## src/rtl/ex_alu_unit.sv

```systemverilog
// ex_alu_unit: execute-stage compute block for a 5-stage RV32I pipeline.
// Decodes ALU control from alu_op/funct3/funct7, runs the 32-bit ALU,
// adds PC+imm for the branch target and resolves the branch condition.
// All outputs are registered (1-cycle latency) and feed the MEM stage.
// Optional feature: define ALU_MUL_EN to decode funct7=0000001 R-type as MUL.
module ex_alu_unit #(
    parameter int XLEN = 32
) (
    input  logic            clk,
    input  logic            reset,
    input  logic            valid_i,
    input  logic [1:0]      alu_op_i,
    input  logic            branch_i,
    input  logic [2:0]      funct3_i,
    input  logic [6:0]      funct7_i,
    input  logic [XLEN-1:0] op_a_i,
    input  logic [XLEN-1:0] op_b_i,
    input  logic [XLEN-1:0] pc_i,
    input  logic [XLEN-1:0] imm_i,
    output logic            valid_o,
    output logic [XLEN-1:0] result_o,
    output logic            zero_o,
    output logic [XLEN-1:0] branch_addr_o,
    output logic            branch_taken_o,
    output logic [3:0]      alu_ctrl_o
);

    localparam logic [3:0] CTRL_AND  = 4'b0000;
    localparam logic [3:0] CTRL_OR   = 4'b0001;
    localparam logic [3:0] CTRL_ADD  = 4'b0010;
    localparam logic [3:0] CTRL_XOR  = 4'b0011;
    localparam logic [3:0] CTRL_SLL  = 4'b0100;
    localparam logic [3:0] CTRL_SRL  = 4'b0101;
    localparam logic [3:0] CTRL_SUB  = 4'b0110;
    localparam logic [3:0] CTRL_SLT  = 4'b0111;
    localparam logic [3:0] CTRL_SRA  = 4'b1000;
    localparam logic [3:0] CTRL_SLTU = 4'b1001;
    localparam logic [3:0] CTRL_MUL  = 4'b1010;

    localparam logic [6:0] F7_ALT = 7'b0100000;
    localparam logic [6:0] F7_MUL = 7'b0000001;

    logic [3:0]             ctrl_d;
    logic [XLEN-1:0]        result_d;
    logic                   zero_d;
    logic                   taken_d;
    logic [XLEN-1:0]        addr_d;
    logic signed [XLEN-1:0] op_a_s;
    logic signed [XLEN-1:0] op_b_s;
    logic [4:0]             shamt;
    logic                   f7_alt;

    logic                   valid_q;
    logic [XLEN-1:0]        result_q;
    logic                   zero_q;
    logic                   taken_q;
    logic [XLEN-1:0]        addr_q;
    logic [3:0]             ctrl_q;

    assign op_a_s = op_a_i;
    assign op_b_s = op_b_i;
    assign shamt  = op_b_i[4:0];
    // Unlisted funct7 values fall back to the 0000000 decode.
    assign f7_alt = (funct7_i == F7_ALT);

    // ALU control decode from alu_op, funct3 and funct7.
    always_comb begin
        ctrl_d = CTRL_ADD;
        unique case (alu_op_i)
            2'b00: ctrl_d = CTRL_ADD;
            2'b01: begin
                unique case (funct3_i)
                    3'b100, 3'b101: ctrl_d = CTRL_SLT;
                    3'b110, 3'b111: ctrl_d = CTRL_SLTU;
                    default:        ctrl_d = CTRL_SUB;
                endcase
            end
            default: begin
                unique case (funct3_i)
                    // ADDI never subtracts, so funct7 matters only for R-type here.
                    3'b000:  ctrl_d = (alu_op_i == 2'b10 && f7_alt) ? CTRL_SUB : CTRL_ADD;
                    3'b001:  ctrl_d = CTRL_SLL;
                    3'b010:  ctrl_d = CTRL_SLT;
                    3'b011:  ctrl_d = CTRL_SLTU;
                    3'b100:  ctrl_d = CTRL_XOR;
                    3'b101:  ctrl_d = f7_alt ? CTRL_SRA : CTRL_SRL;
                    3'b110:  ctrl_d = CTRL_OR;
                    default: ctrl_d = CTRL_AND;
                endcase
`ifdef ALU_MUL_EN
                if (alu_op_i == 2'b10 && funct7_i == F7_MUL) begin
                    ctrl_d = CTRL_MUL;
                end
`endif
            end
        endcase
    end

    // ALU datapath; all arithmetic wraps modulo 2^XLEN.
    always_comb begin
        result_d = '0;
        unique case (ctrl_d)
            CTRL_AND:  result_d = op_a_i & op_b_i;
            CTRL_OR:   result_d = op_a_i | op_b_i;
            CTRL_ADD:  result_d = op_a_i + op_b_i;
            CTRL_XOR:  result_d = op_a_i ^ op_b_i;
            CTRL_SLL:  result_d = op_a_i << shamt;
            CTRL_SRL:  result_d = op_a_i >> shamt;
            CTRL_SUB:  result_d = op_a_i - op_b_i;
            CTRL_SLT:  result_d = {{(XLEN-1){1'b0}}, (op_a_s < op_b_s)};
            CTRL_SRA:  result_d = op_a_s >>> shamt;
            CTRL_SLTU: result_d = {{(XLEN-1){1'b0}}, (op_a_i < op_b_i)};
`ifdef ALU_MUL_EN
            // Only funct3=000 (MUL) is implemented; other M-ops return 0.
            CTRL_MUL:  result_d = (funct3_i == 3'b000) ? (op_a_i * op_b_i) : '0;
`endif
            default:   result_d = '0;
        endcase
    end

    // Branch condition resolution and branch target.
    always_comb begin
        zero_d  = (result_d == '0);
        addr_d  = pc_i + imm_i;
        taken_d = 1'b0;
        unique case (funct3_i)
            3'b000:         taken_d = zero_d;
            3'b001:         taken_d = !zero_d;
            3'b100, 3'b110: taken_d = result_d[0];
            3'b101, 3'b111: taken_d = !result_d[0];
            default:        taken_d = 1'b0;
        endcase
        taken_d = taken_d & branch_i;
    end

    // Output register: data holds when no valid instruction, valid always tracks valid_i.
    always_ff @(posedge clk or posedge reset) begin
        if (reset) begin
            valid_q  <= 1'b0;
            result_q <= '0;
            zero_q   <= 1'b0;
            taken_q  <= 1'b0;
            addr_q   <= '0;
            ctrl_q   <= '0;
        end else begin
            valid_q <= valid_i;
            if (valid_i) begin
                result_q <= result_d;
                zero_q   <= zero_d;
                taken_q  <= taken_d;
                addr_q   <= addr_d;
                ctrl_q   <= ctrl_d;
            end
        end
    end

    assign valid_o        = valid_q;
    assign result_o       = result_q;
    assign zero_o         = zero_q;
    assign branch_addr_o  = addr_q;
    assign branch_taken_o = taken_q;
    assign alu_ctrl_o     = ctrl_q;

endmodule

```

## config.mk

```make
export PLATFORM = sky130hd
export DESIGN_NAME = ex_alu_unit
export DESIGN_NICKNAME = d
export VERILOG_FILES = /design/src/rtl/ex_alu_unit.sv
export SDC_FILE = /design/constraint.sdc
export NUM_CORES = 1
export LEC_CHECK = 0
export CORE_AREA = 5 5 180 225
export DETAILED_ROUTE_END_ITERATION = 10
export DIE_AREA = 0 0 185 230
export SYNTH_ARGS = -nofsm -noshare
export SYNTH_HDL_FRONTEND = slang
export SYNTH_SLANG_ARGS = --single-unit
```

## constraint.sdc

```tcl
create_clock -name clk -period 6.9 [get_ports clk]
set_clock_uncertainty 0.15 [all_clocks]
set_input_delay 2.07 -clock clk [delete_from_list [all_inputs] [get_ports clk]]
set_output_delay 2.07 -clock clk [all_outputs]
set_load 0.01 [all_outputs]
```

[Word level (Yosys, flattened, before mapping)]
Cells that the tools add are included.
Operators by class
  add/sub/neg operators: 3
  shifts and indexed selects: 3
  eq/ne operators: 19
  reductions and logical operators: 11
  magnitude comparators: 2
  muxes and demuxes: 7
  bitwise logic cells: 4
Operators by type and width (count)
  case mux 32 bit (10 select lines): 1
  adder 32 bit: 2
  < comparator 32 bit: 2
  bitwise AND 32 bit: 1
  logical NOT 32 bit: 1
  bitwise OR 32 bit: 1
  << shifter 32 x 5 -> 32 bit: 1
  >> shifter 32 x 5 -> 32 bit: 1
  >>> shifter 32 x 5 -> 32 bit: 1
  subtractor 32 bit: 1
  XOR 32 bit: 1
  case mux 4 bit (7 select lines): 1
  equality test 4 x 3 -> 1 bit, second input constant: 4
  case mux 4 bit (2 select lines): 2
  equality test 3 bit, second input constant: 4
  equality test 4 x 2 -> 1 bit, second input constant: 2
  equality test 4 bit, second input constant: 2
  OR reduction 2 bit: 4
  equality test 7 x 6 -> 1 bit, second input constant: 1
  equality test 3 x 2 -> 1 bit, second input constant: 2
  equality test 4 x 1 -> 1 bit, second input constant: 1
  logical NOT 4 bit: 1
  2-to-1 mux 4 bit: 1
  case mux 1 bit (4 select lines): 1
  other kinds (9): 10
Word-level totals
  register bits after elaboration: 71
  output and inout bits: 71
  logic and storage cells: 55
  bits of input ports: 144

[Depth between registers and ports, before layout]
Gate-level depths: netlist of run 1.
  depth after elaboration: 11
  mapped depth: 19
  depth with buffers taken out: 16

[Worst setup path after synthesis of run 1]
Ideal clock, no wire load.
  kind: input-to-reg
  start point: in op_b_i[2]
  end point: reg taken_q (netlist: branch_taken_o)
  data required time: 6.655 ns
  data arrival time: 5.837 ns
  library setup time: 0.095 ns
  setup slack: 0.818 ns
  cell stages on the path: 19
  buffers on the path: 4
  path through: buf_2 > buf_4 > inv_2 > buf_2 > buf_1 > ha_1 > nor2_1 > o221ai_1 > a2bb2oi_2 > a21oi_1 > a311oi_1 > a211oi_1 > a221oi_1 > o21ai_1 > nor4_1 > nand4b_1 > nor2_2 > a221oi_1 > o32ai_2
Between the ends
  cells in the longest elaborated chain, start to end: 6
  elaborated cells on any way between the ends: 16
  classes of those cells: 2 x add/sub; 2 x order compare; 3 x shift; 2 x mux; 4 x bitwise; 3 x reduce/logical
Ends and longest elaborated chain
  from (decl): RTL line 17  | input logic [XLEN-1:0] op_b_i,
  subtractor 32 bit, or another cell as far along: RTL line 109  | CTRL_SUB: result_d = op_a_i - op_b_i;
  case mux 32 bit (10 select lines) *: RTL line 102  | unique case (ctrl_d)
  logical NOT 32 bit: RTL line 123  | zero_d = (result_d == '0);
  logical NOT 1 bit: RTL line 128  | 3'b001: taken_d = !zero_d;
  case mux 1 bit (4 select lines) *: RTL line 126  | unique case (funct3_i)
  bitwise AND 1 bit *: RTL line 133  | taken_d = taken_d & branch_i;
  to (signal assigned): RTL line 150  | taken_q <= taken_d;
  to (decl): RTL line 56  | logic taken_q;
Every way passes the cells marked *; elsewhere a longest branch is shown, timed or not.
A chain may end at the register's enable or synchronous reset.

[Worst setup path in the final report of run 1]
  start point: in op_a_i[14]
  end point: reg taken_q (netlist: branch_taken_o)
Between the ends
  cells in the longest elaborated chain, start to end: 6
  elaborated cells on any way between the ends: 16
  classes of those cells: 2 x add/sub; 2 x order compare; 3 x shift; 2 x mux; 4 x bitwise; 3 x reduce/logical
Ends and longest elaborated chain
  from (decl): RTL line 16  | input logic [XLEN-1:0] op_a_i,
  subtractor 32 bit, or another cell as far along: RTL line 109
  case mux 32 bit (10 select lines) *: RTL line 102
  logical NOT 32 bit: RTL line 123
  logical NOT 1 bit: RTL line 128
  case mux 1 bit (4 select lines) *: RTL line 126
  bitwise AND 1 bit *: RTL line 133
Marked as above.

==> results.md, run 1 <==
Run status:
- The run finished with clean final reports.

Clocking:
- Clock-pin slew was measured on the worst setup and hold paths at 60 ps.
- The number of H-tree levels is 3.
- Clock tree synthesis selected as its root buffer the cell sky130_fd_sc_hd__clkbuf_16.
- The number of buffers added to fix hold violations after cts is 0.
- Post-CTS timing repair inserted 0 buffers for setup.
- The largest buffer count on any clock path is 2.
- The CTS tree is done.
- Clock tree synthesis inserted a total of 9 buffers.
- Counting every sink on the clock net gives 71.
- The number of gates resized after CTS is 0.
- Clock latency on the worst-skew pair, taken at its later pin, is 340 ps.

Route:
- The number of vias per cell after detailed routing is 6.50.
- The pre-antenna-repair detailed-routing pass consisted of 8 iterations.
- Once detail routing completed, the nets flagged for antenna violations numbered 0.
- For this block, the via count after detailed routing is 17,800.
- The post-route DRC violation count is 0.
- After the first detailed-routing iteration, the DRC count stood at 1,775.
- After detailed routing, the average wire length per cell comes to 27.5 µm.
- The aggregate routed wire length is 75,400 µm.

Power:
- The leakage component of the power is 7.90 nW.
- Across the VDD grid, the largest voltage drop is 0.186 mV.
- The power per cell area is 148 mW/mm².
- The total power draw is 2.76 mW.

Finish:
- The repair_antennas step left the layout with diodes totalling 0.
- In the final layout, the share of cells above drive strength 1 is 0.151.
- In the final design database the tool counted 2,521 nets.
- The sequential cell area is 0.00178 mm².
- Summing all multi-input logic gate instances after layout gives 0.0121 mm².
- The core utilization of the finished layout is 0.491.
- The layout overhead on the synthesized area is 23.9%.
- After routing the design area is 0.0187 mm².
- Counting the fill cells in the layout gives 3,862.

Global routing:
- The initial antenna violation count is 2.
- Across every metal layer, demand over resource in global routing totals 0.343.
- The global-route wire length before repair is 112,000 µm.
- The number of global-route vias before repair is 17,400.
- Global routing finished with a remaining overflow of 0.
- Entering global routing, the biggest net connects 72 pins.

Critical path:
- The worst setup path is launched from an input port.
- The startpoint identified for the worst register-to-register timing path is branch_addr_o[28].
- The depth of the worst register-to-register path is 2.
- On the critical path, the stage with the largest delay is an instance of sky130_fd_sc_hd__a211oi_1.
- The most numerous cell type found on the critical path is sky130_fd_sc_hd__o21ai_0.
- The worst setup path startpoint is op_a_i[14].
- The arrival time reported for the critical path endpoint is 6790 ps.
- The category of the critical setup timing path is in2reg.
- The largest stage delay on the critical path is 650 ps.
- Traced cell by cell, the critical path runs through clkdlybuf4s50_1, inv_1, ha_1, nor2b_1, o21ai_0, nand3_1, a211oi_1, o21ai_0, a31oi_1, mux2i_1, o211ai_1, nor4_1, nand4b_1, nor2_2, a221oi_1, o32ai_2.
- The critical path data required time is 7000 ps.
- The kind of end point of the critical path is a flop.
- Along the worst path, the maximum fanout reaches 13.

Timing:
- The post-route setup TNS is 0 ps.
- Setup repair after global routing left no endpoint under its margin.
- Of the available clock period, the critical path in the final layout requires 0.969.
- The max-slew violation total from the final report came to 0.
- Headroom to the max-slew limit came out at 0.308.
- Final hold analysis gives a worst-case slack of 333 ps.
- The actual transition at the worst max-transition pin is 1030 ps.
- The fmax is 150 MHz.
- The number of hold violations in the final report was 0.
- Setup violations remaining at the end of the flow were counted as 0.
- The routed design could run at a clock period as short as 6690 ps.

Floorplan:
- The total number of placement rows is 80.
- 215 I/O pins were placed.
- The floorplan die area is 0.0426 mm².
- The floorplan step defined a core boundary enclosing 0.0380 mm².
- The die is 230 µm tall.
- The starting density of the core is 0.396.
- The floorplan step set the die width to 185 µm.

Job:
- The number of maximum-capacitance violations is 0.

Synth:
- Counting flops with a built-in enable in the synthesized netlist gives 0.
- The synthesized area divided by synthesized cell count is 7.46 µm².
- The share of synthesized area in the top cell type comes to 0.118.
- The number of distinct standard cells referenced by the synthesized netlist is 94.
- The number of warnings issued by yosys is 0.
- The proportion of register bits with asynchronous set or reset after synthesis is 1.00.
- In the synthesized netlist, the number of instances is 2,018.
- The mapped netlist covers 0.0151 mm².
- Ranked by total cell area, the synthesized netlist is headed by sky130_fd_sc_hd__dfrtp_1 (12%), sky130_fd_sc_hd__ha_1 (11%), sky130_fd_sc_hd__mux4_2 (8.5%).
- The library cell occupying the most area in the post-synthesis netlist is sky130_fd_sc_hd__dfrtp_1.
- The sequential element share of the synthesized area is 0.118.
- In this run, synthesis produced a sequential element count of 71.
- The top flip-flop cell by instance count after synthesis is sky130_fd_sc_hd__dfrtp_1.
- Counting every net in the synthesized netlist gives 2,295.

Min path:
- The worst hold path begins at branch_addr_o[30].
- The instance count along the most critical hold path is 2.
- The worst hold path belongs to the class reg2reg.

Placement:
- The congestion estimate from routability-driven global placement came to 1.09.
- The count of buffers added on input and output ports is 214.
- The area of placed instances is 0.0183 mm².
- Detailed placement ended at an HPWL of 61,000 µm.
==> report_power, final <==
part | internal [mW] | total [mW] | switching, mW
clock network | 0.321 | 0.519 | 0.198
registers | 0.498 | 0.544 | 0.0466
logic | 0.733 | 1.70 | 0.968
total | 1.55 | 2.76 | 1.21
==> synth_stat cells, types with 13 or more instances <==
library cell,number
sky130_fd_sc_hd__a211oi_1,45
sky130_fd_sc_hd__a21o_1,35
sky130_fd_sc_hd__a21oi_1,186
sky130_fd_sc_hd__a221oi_1,14
sky130_fd_sc_hd__a22oi_1,23
sky130_fd_sc_hd__a31oi_1,31
sky130_fd_sc_hd__and2_1,18
sky130_fd_sc_hd__buf_1,17
sky130_fd_sc_hd__buf_2,30
sky130_fd_sc_hd__clkbuf_1,92
sky130_fd_sc_hd__dfrtp_1,71
sky130_fd_sc_hd__ha_1,130
sky130_fd_sc_hd__inv_1,111
sky130_fd_sc_hd__mux2_2,56
sky130_fd_sc_hd__mux2i_1,50
sky130_fd_sc_hd__mux4_2,57
sky130_fd_sc_hd__nand2_1,176
sky130_fd_sc_hd__nand2b_1,31
sky130_fd_sc_hd__nand3_1,44
sky130_fd_sc_hd__nand4_1,13
sky130_fd_sc_hd__nor2_1,212
sky130_fd_sc_hd__nor2b_1,23
sky130_fd_sc_hd__nor3_1,40
sky130_fd_sc_hd__nor4_1,19
sky130_fd_sc_hd__o211a_1,13
sky130_fd_sc_hd__o211ai_1,27
sky130_fd_sc_hd__o21a_1,16
sky130_fd_sc_hd__o21ai_0,117
sky130_fd_sc_hd__o221ai_1,16
sky130_fd_sc_hd__o22ai_1,26
sky130_fd_sc_hd__or2_2,13
sky130_fd_sc_hd__or3_1,19
sky130_fd_sc_hd__xnor2_1,27
==> metrics by stage <==
step / cells / worst slack [ps]
finish: 2741 / 214
global route: 2741 / 1.02
CTS: 2741 / 429
detailed placement: 2725 / 41.2
global placement: 2725 / 30.4
floorplan: 2018 / 818
==> flip-flops by register name (all words and copies together) (netlist names) <==
name / count
branch_addr_o: 32
result_o: 32
alu_ctrl_o: 4
branch_taken_o: 1
valid_o: 1
zero_o: 1
==> cells in the final DEF, fill, tap and decap left out, types with 44 or more instances in the layout <==
master	synthesis	layout
sky130_fd_sc_hd__mux2i_1	50	50
sky130_fd_sc_hd__ha_1	130	130
sky130_fd_sc_hd__clkdlybuf4s50_1	0	206
sky130_fd_sc_hd__a21oi_1	186	186
sky130_fd_sc_hd__mux2_2	56	56
sky130_fd_sc_hd__mux4_2	57	57
sky130_fd_sc_hd__o21ai_0	117	117
sky130_fd_sc_hd__a211oi_1	45	45
sky130_fd_sc_hd__nor2_1	212	212
sky130_fd_sc_hd__buf_4	11	156
sky130_fd_sc_hd__dfrtp_1	71	71
sky130_fd_sc_hd__nand2_1	176	176
sky130_fd_sc_hd__nand3_1	44	44
sky130_fd_sc_hd__inv_1	111	110
==> logic make-up after synthesis <==
kind of cell             after synthesis  share of synthesized area
XOR/XNOR                              35                     0.0204
AND/OR/NAND/NOR                      643                      0.200
AO/OA/AOI/OAI                        699                      0.312
adder cells (fa/ha/maj)              133                      0.112
multiplexers                         164                      0.161
flip-flops                            71                      0.118
buffers and inverters                273                     0.0768
==> final cells by class <==
cell class,count,area share
tap,492,0.0330
timing repair buffer,372,0.180
clock inverter,7,0.00550
multi-input combinational,1674,0.651
sequential,71,0.0952
inverter,116,0.0234
clock buffer,9,0.0121
==> layer usage <==
layer  track usage  vias up  wire length, µm
met5             0        -                7
met4         0.202        2             5550
met3        0.0522      231             6370
met2         0.569     1018            35300
met1         0.418     8564            28200
li1              -     8002                -
==> critical path: cells and delay by family <==
kind / cells / cell delay (ps)
AOI/OAI and AO/OA: 7 / 2210
and+or+nand+nor: 5 / 1060
buffers and inverters: 2 / 690
adders and majority gates: 1 / 550
muxes: 1 / 210
==> path summary, 6_finish.rpt <==
path	endpoint	slack, ps
setup / recovery	branch_taken_o	210
hold / removal	branch_addr_o[30]	330
setup reg to reg	branch_addr_o[28]	5830
hold reg to reg	branch_addr_o[30]	330
max in group asynchronous	branch_addr_o[29]	3800
min in group asynchronous	branch_addr_o[11]	2180
Power figures use the tool's default switching activity.
==> run 2, diff against run 1 <==
--- a/config.mk
+++ b/config.mk
@@ -5,9 +5,11 @@
 export SDC_FILE = /design/constraint.sdc
 export NUM_CORES = 1
 export LEC_CHECK = 0
-export CORE_AREA = 5 5 180 225
+export ABC_AREA = 1
+export CORE_AREA = 5 5 184 231
 export DETAILED_ROUTE_END_ITERATION = 10
-export DIE_AREA = 0 0 185 230
+export DIE_AREA = 0 0 189 236
+export PLACE_DENSITY = 0.66
 export SYNTH_ARGS = -nofsm -noshare
 export SYNTH_HDL_FRONTEND = slang
 export SYNTH_SLANG_ARGS = --single-unit
==> run 2 against run 1 <==
  * Register-to-register slack gained 150 ps
  * Via count is 17% higher
  * Final cell count is 34% higher
  * Sequential power is essentially flat
  * Critical endpoint unchanged
  * Synthesized area is 4.8% higher
  * Critical path type unchanged
  * Non-clock buffer count fell by 118
  * Clock power about the same
  * Combinational power about the same
==> results.md, run 2 <==
Global routing:
- The initial antenna violation count is 2 (unchanged).
- The total global-route track usage is 0.361 (+0.0182).
- The number of global-route vias before repair is 19,300 (+11%).
- The remaining global-route overflow is 0 (unchanged).
- The pin count of the biggest net entering global routing is 80 (+11%).
- The global-route wire length before repair is 123,000 µm (+10%).

Finish:
- The core utilization of the finished layout is 0.465 (-0.0256).
- Compared with the post-synthesis result, the final layout area differs by 17.6%.
- The top cell types in the final layout, fill and taps aside, are sky130_fd_sc_hd__nand2_1 (1,159), sky130_fd_sc_hd__nand3_1 (502), sky130_fd_sc_hd__inv_1 (376).
- The final net count is 3,449 (+37%).
- The final cell count without fillers is 3,683 (+34%).
- The ratio of cells with drive above 1 in the final layout came to 0.0305 (-0.121).
- The count of fill cells added during filler insertion was 4,474 (+16%).
- The most common cell after layout, fill and taps aside is sky130_fd_sc_hd__nand2_1.

Power:
- The maximum resistive drop on vdd is 0.122 mV (-35%).
- The power per cell area is 150 mW/mm² (+1.3%).
- The leakage component of the power is 10.3 nW (+31%).
- The switching share of total power is 0.496 (+0.0569).
- The share of total power in sequential cells is 0.195 (-0.002).
- The combinational share of power was 0.619 (+0.004).
- The part of the total power dissipated in the clock network is 0.186 (-0.002).
- The switching component of the power is 1.38 mW (+14%).
- The internal power consumption is 1.40 mW (-9.4%).

Clocking:
- The number of buffers added to fix hold violations after cts is 0 (unchanged).
- The clock transition at the registers of the reported paths came to 60 ps (about the same).
- The clock tree root buffer cell is sky130_fd_sc_hd__clkbuf_16.
- The clock latency at the later pin of the worst-skew pair is 340 ps (about the same).
- TritonCTS built the clock tree.
- The largest buffer count on any clock path is 2 (unchanged).
- The number of H-tree levels is 3 (unchanged).
- The number of buffers created by CTS is 9 (unchanged).
- The number of sinks handled by clock tree synthesis is 71 (unchanged).
- The number of gates resized after CTS came to 0 (unchanged).
- The number of setup buffers added after CTS is 0 (unchanged).

Critical path:
- The number of logic stages on the critical path including buffering is 22 (+6).
- By startpoint and endpoint, the worst setup path is classified as in2reg.
- The combined buffer and inverter count along the critical path came to 3 (+1).
- The kind of end point of the critical path is a flop.
- The depth of the worst register-to-register path is 2 (unchanged).
- The sort of element at the start of the critical path is an input port.
- The critical path goes through clkdlybuf4s50_1, ha_1, inv_1, fa_1, inv_1, nand3_1, nand3_1, nand2_1, nand2_1, xor2_1, nand2_1, nand2_1, nor2_1, nand2_1, nor2_1, nand2_1, nor2_1, nand2_1, o21bai_1, nand3_1, nand2_1, nand2_1.
- The arrival time reported for the critical path endpoint is 6150 ps (-640 ps).
- The cell seen most often among critical-path stages is sky130_fd_sc_hd__nand2_1.
- The largest stage delay on the critical path was 620 ps (-30 ps).
- The slowest stage cell on the critical path is sky130_fd_sc_hd__clkdlybuf4s50_1.
- The kind of cell with the highest combined delay on the critical path is simple AND/OR/NAND/NOR gates.
- The highest net fanout along the worst path was 6 (-7).
- The critical path data required time was 6990 ps (about the same).

Floorplan:
- The die span in x came to 189 µm (+2.2%).
- The core box area is 0.0399 mm² (+4.9%).
- The floorplan die area came to 0.0446 mm² (+4.8%).
- The starting density of the core came to 0.396 (-0.000445).
- The total number of placement rows is 82 (+2.5%).
- The I/O pin count is 215 (unchanged).
- The floorplan die height is 236 µm (+2.6%).

Synth:
- The proportion of register bits with asynchronous set or reset after synthesis is 1.00 (unchanged).
- The most used flip-flop cell after synthesis is sky130_fd_sc_hd__dfrtp_1.
- The synthesized netlist cell count is 3,049 (+51%).
- The fraction of post-synthesis cell area in the top cell type by area came to 0.276 (+0.158).
- The register bit count reported by yosys is 71 (unchanged).
- The cell area after technology mapping is 0.0158 mm² (+4.8%).
- The most frequently used cell type in the post-synthesis netlist is sky130_fd_sc_hd__nand2_1.
- The synthesized area divided by synthesized cell count is 5.18 µm² (-31%).
- The number of nets produced by synthesis is 3,326 (+45%).
- The number of flops mapped to enable cells by yosys was 0 (unchanged).
- By area the synthesized netlist is led by sky130_fd_sc_hd__nand2_1 (28%), sky130_fd_sc_hd__nand3_1 (16%), sky130_fd_sc_hd__dfrtp_1 (11%).
- The number of warnings issued by yosys is 0 (unchanged).
- The number of distinct standard cells referenced by the synthesized netlist is 46 (-51%).
- The sequential element share of the synthesized area was 0.113 (-0.00541).
- The largest total area in the synthesized netlist belongs to sky130_fd_sc_hd__nand2_1.
- The commonest cells after synthesis are sky130_fd_sc_hd__nand2_1 (1,159), sky130_fd_sc_hd__nand3_1 (502), sky130_fd_sc_hd__inv_1 (378).

Placement:
- The placed cell count is 3,665 (+34%).
- The detailed placement HPWL is 69,500 µm (+14%).
- The number of buffer cells added on primary ports came to 214 (unchanged).
- The final weighted congestion in routability-driven placement is 1.06 (-2.7%).
- The setup slack at placement is 577 ps (+536 ps).

Timing:
- The share of the clock period used by the worst path after layout came to 0.879 (-0.0901).
- The fmax was 165 MHz (+10%).
- The number of setup violations in the final report is 0 (unchanged).
- The max-slew violation total from the final report was 0 (unchanged).
- The final worst slack came to 835 ps (+621 ps).
- The worst hold slack across all endpoints is 322 ps (-10.7 ps).
- The post-route setup TNS was 0 ps (unchanged).
- The number of hold violations in the final report is 0 (unchanged).
- The actual transition at the worst max-transition pin is 945 ps (-88.9 ps).
- Setup repair after global routing left no endpoint under its margin.
- The worst slew margin relative to its limit is 0.368 (+0.0603).
- The clock period minus worst slack is 6060 ps (-621 ps).

Run status:
- The flow ran to the end, and the final reports show no timing, DRC or antenna violations.

Route:
- The mean routed wirelength per cell was 22.9 µm (-17%).
- The number of nets with antenna violations after routing came to 0 (unchanged).
- The number of vias per cell after detailed routing is 5.66 (-13%).
- The violation count after the first detailed-routing iteration is 2,443 (+38%).
- The number of iterations in the first detailed-routing pass is 6 (-2).
- The post-route DRC violation count is 0 (unchanged).
- The total via count after detailed routing is 20,900 (+17%).
- The aggregate routed wire length is 84,500 µm (+12%).

Min path:
- The instance count along the most critical hold path is 2 (unchanged).
- The min-delay analysis places its worst path in the category reg2reg.

Job:
- The number of maximum-capacitance violations came to 0 (unchanged).
## run 2: tightest hold or removal path: stages (launching register included)
cell,delay (ps)
sky130_fd_sc_hd__dfrtp_1,340
sky130_fd_sc_hd__nand2_1,50
sky130_fd_sc_hd__nand2_1,50
## run 2: power by group through the flow
stage	clock (mW)	combinational [mW]	sequential [mW]
after floorplan	0	0.929	0.577
after global placement	0	1.68	0.546
after detailed placement	0	1.69	0.549
after CTS	0.528	1.69	0.543
after global routing	0.541	1.86	0.550
final	0.518	1.73	0.542
## run 2: final cells by class
cell class | instances | area (µm²) | share of cell area
diodes | 2 | 5.00 | 0.000270
clock inverters | 7 | 103 | 0.00553
multi-input cells | 2450 | 11900 | 0.643
clock buffers | 9 | 225 | 0.0121
inverters | 386 | 1450 | 0.0781
flip-flops and latches | 71 | 1780 | 0.0957
well taps | 504 | 631 | 0.0340
repair buffers | 254 | 2430 | 0.131
## run 2: layer usage
layer | vias up | GRT usage | share of wire
li1 | 9876 | - | -
met5 | - | 0 | 0
met4 | 0 | 0.209 | 0.072
met3 | 241 | 0.0543 | 0.091
met1 | 9536 | 0.456 | 0.39
met2 | 1198 | 0.585 | 0.45
## run 2: path summary, 6_finish.rpt
path / end / start / slack [ps]
max: branch_taken_o / op_b_i[0] / 840
min: branch_addr_o[0] / branch_addr_o[0] / 320
max reg2reg: result_o[9] / result_o[9] / 5980
min reg2reg: branch_addr_o[0] / branch_addr_o[0] / 320
max in group asynchronous: result_o[12] / reset / 3630
min in group asynchronous: result_o[26] / reset / 1860
## run 2: logic make-up after synthesis
| group | share of synthesized area |
|---|---|
| compound gates | 0.0779 |
| xor+xnor | 0.0255 |
| fa+ha+maj | 0.107 |
| buf+inv | 0.132 |
| flops | 0.113 |
| simple gates | 0.545 |
## run 2: per-stage QoR
step	cell area [µm²]	power, mW
after global routing	18600	2.95
after CTS	18600	2.76
after global placement	18200	2.23
final	18600	2.79
after detailed placement	18200	2.24
after floorplan	15800	1.51
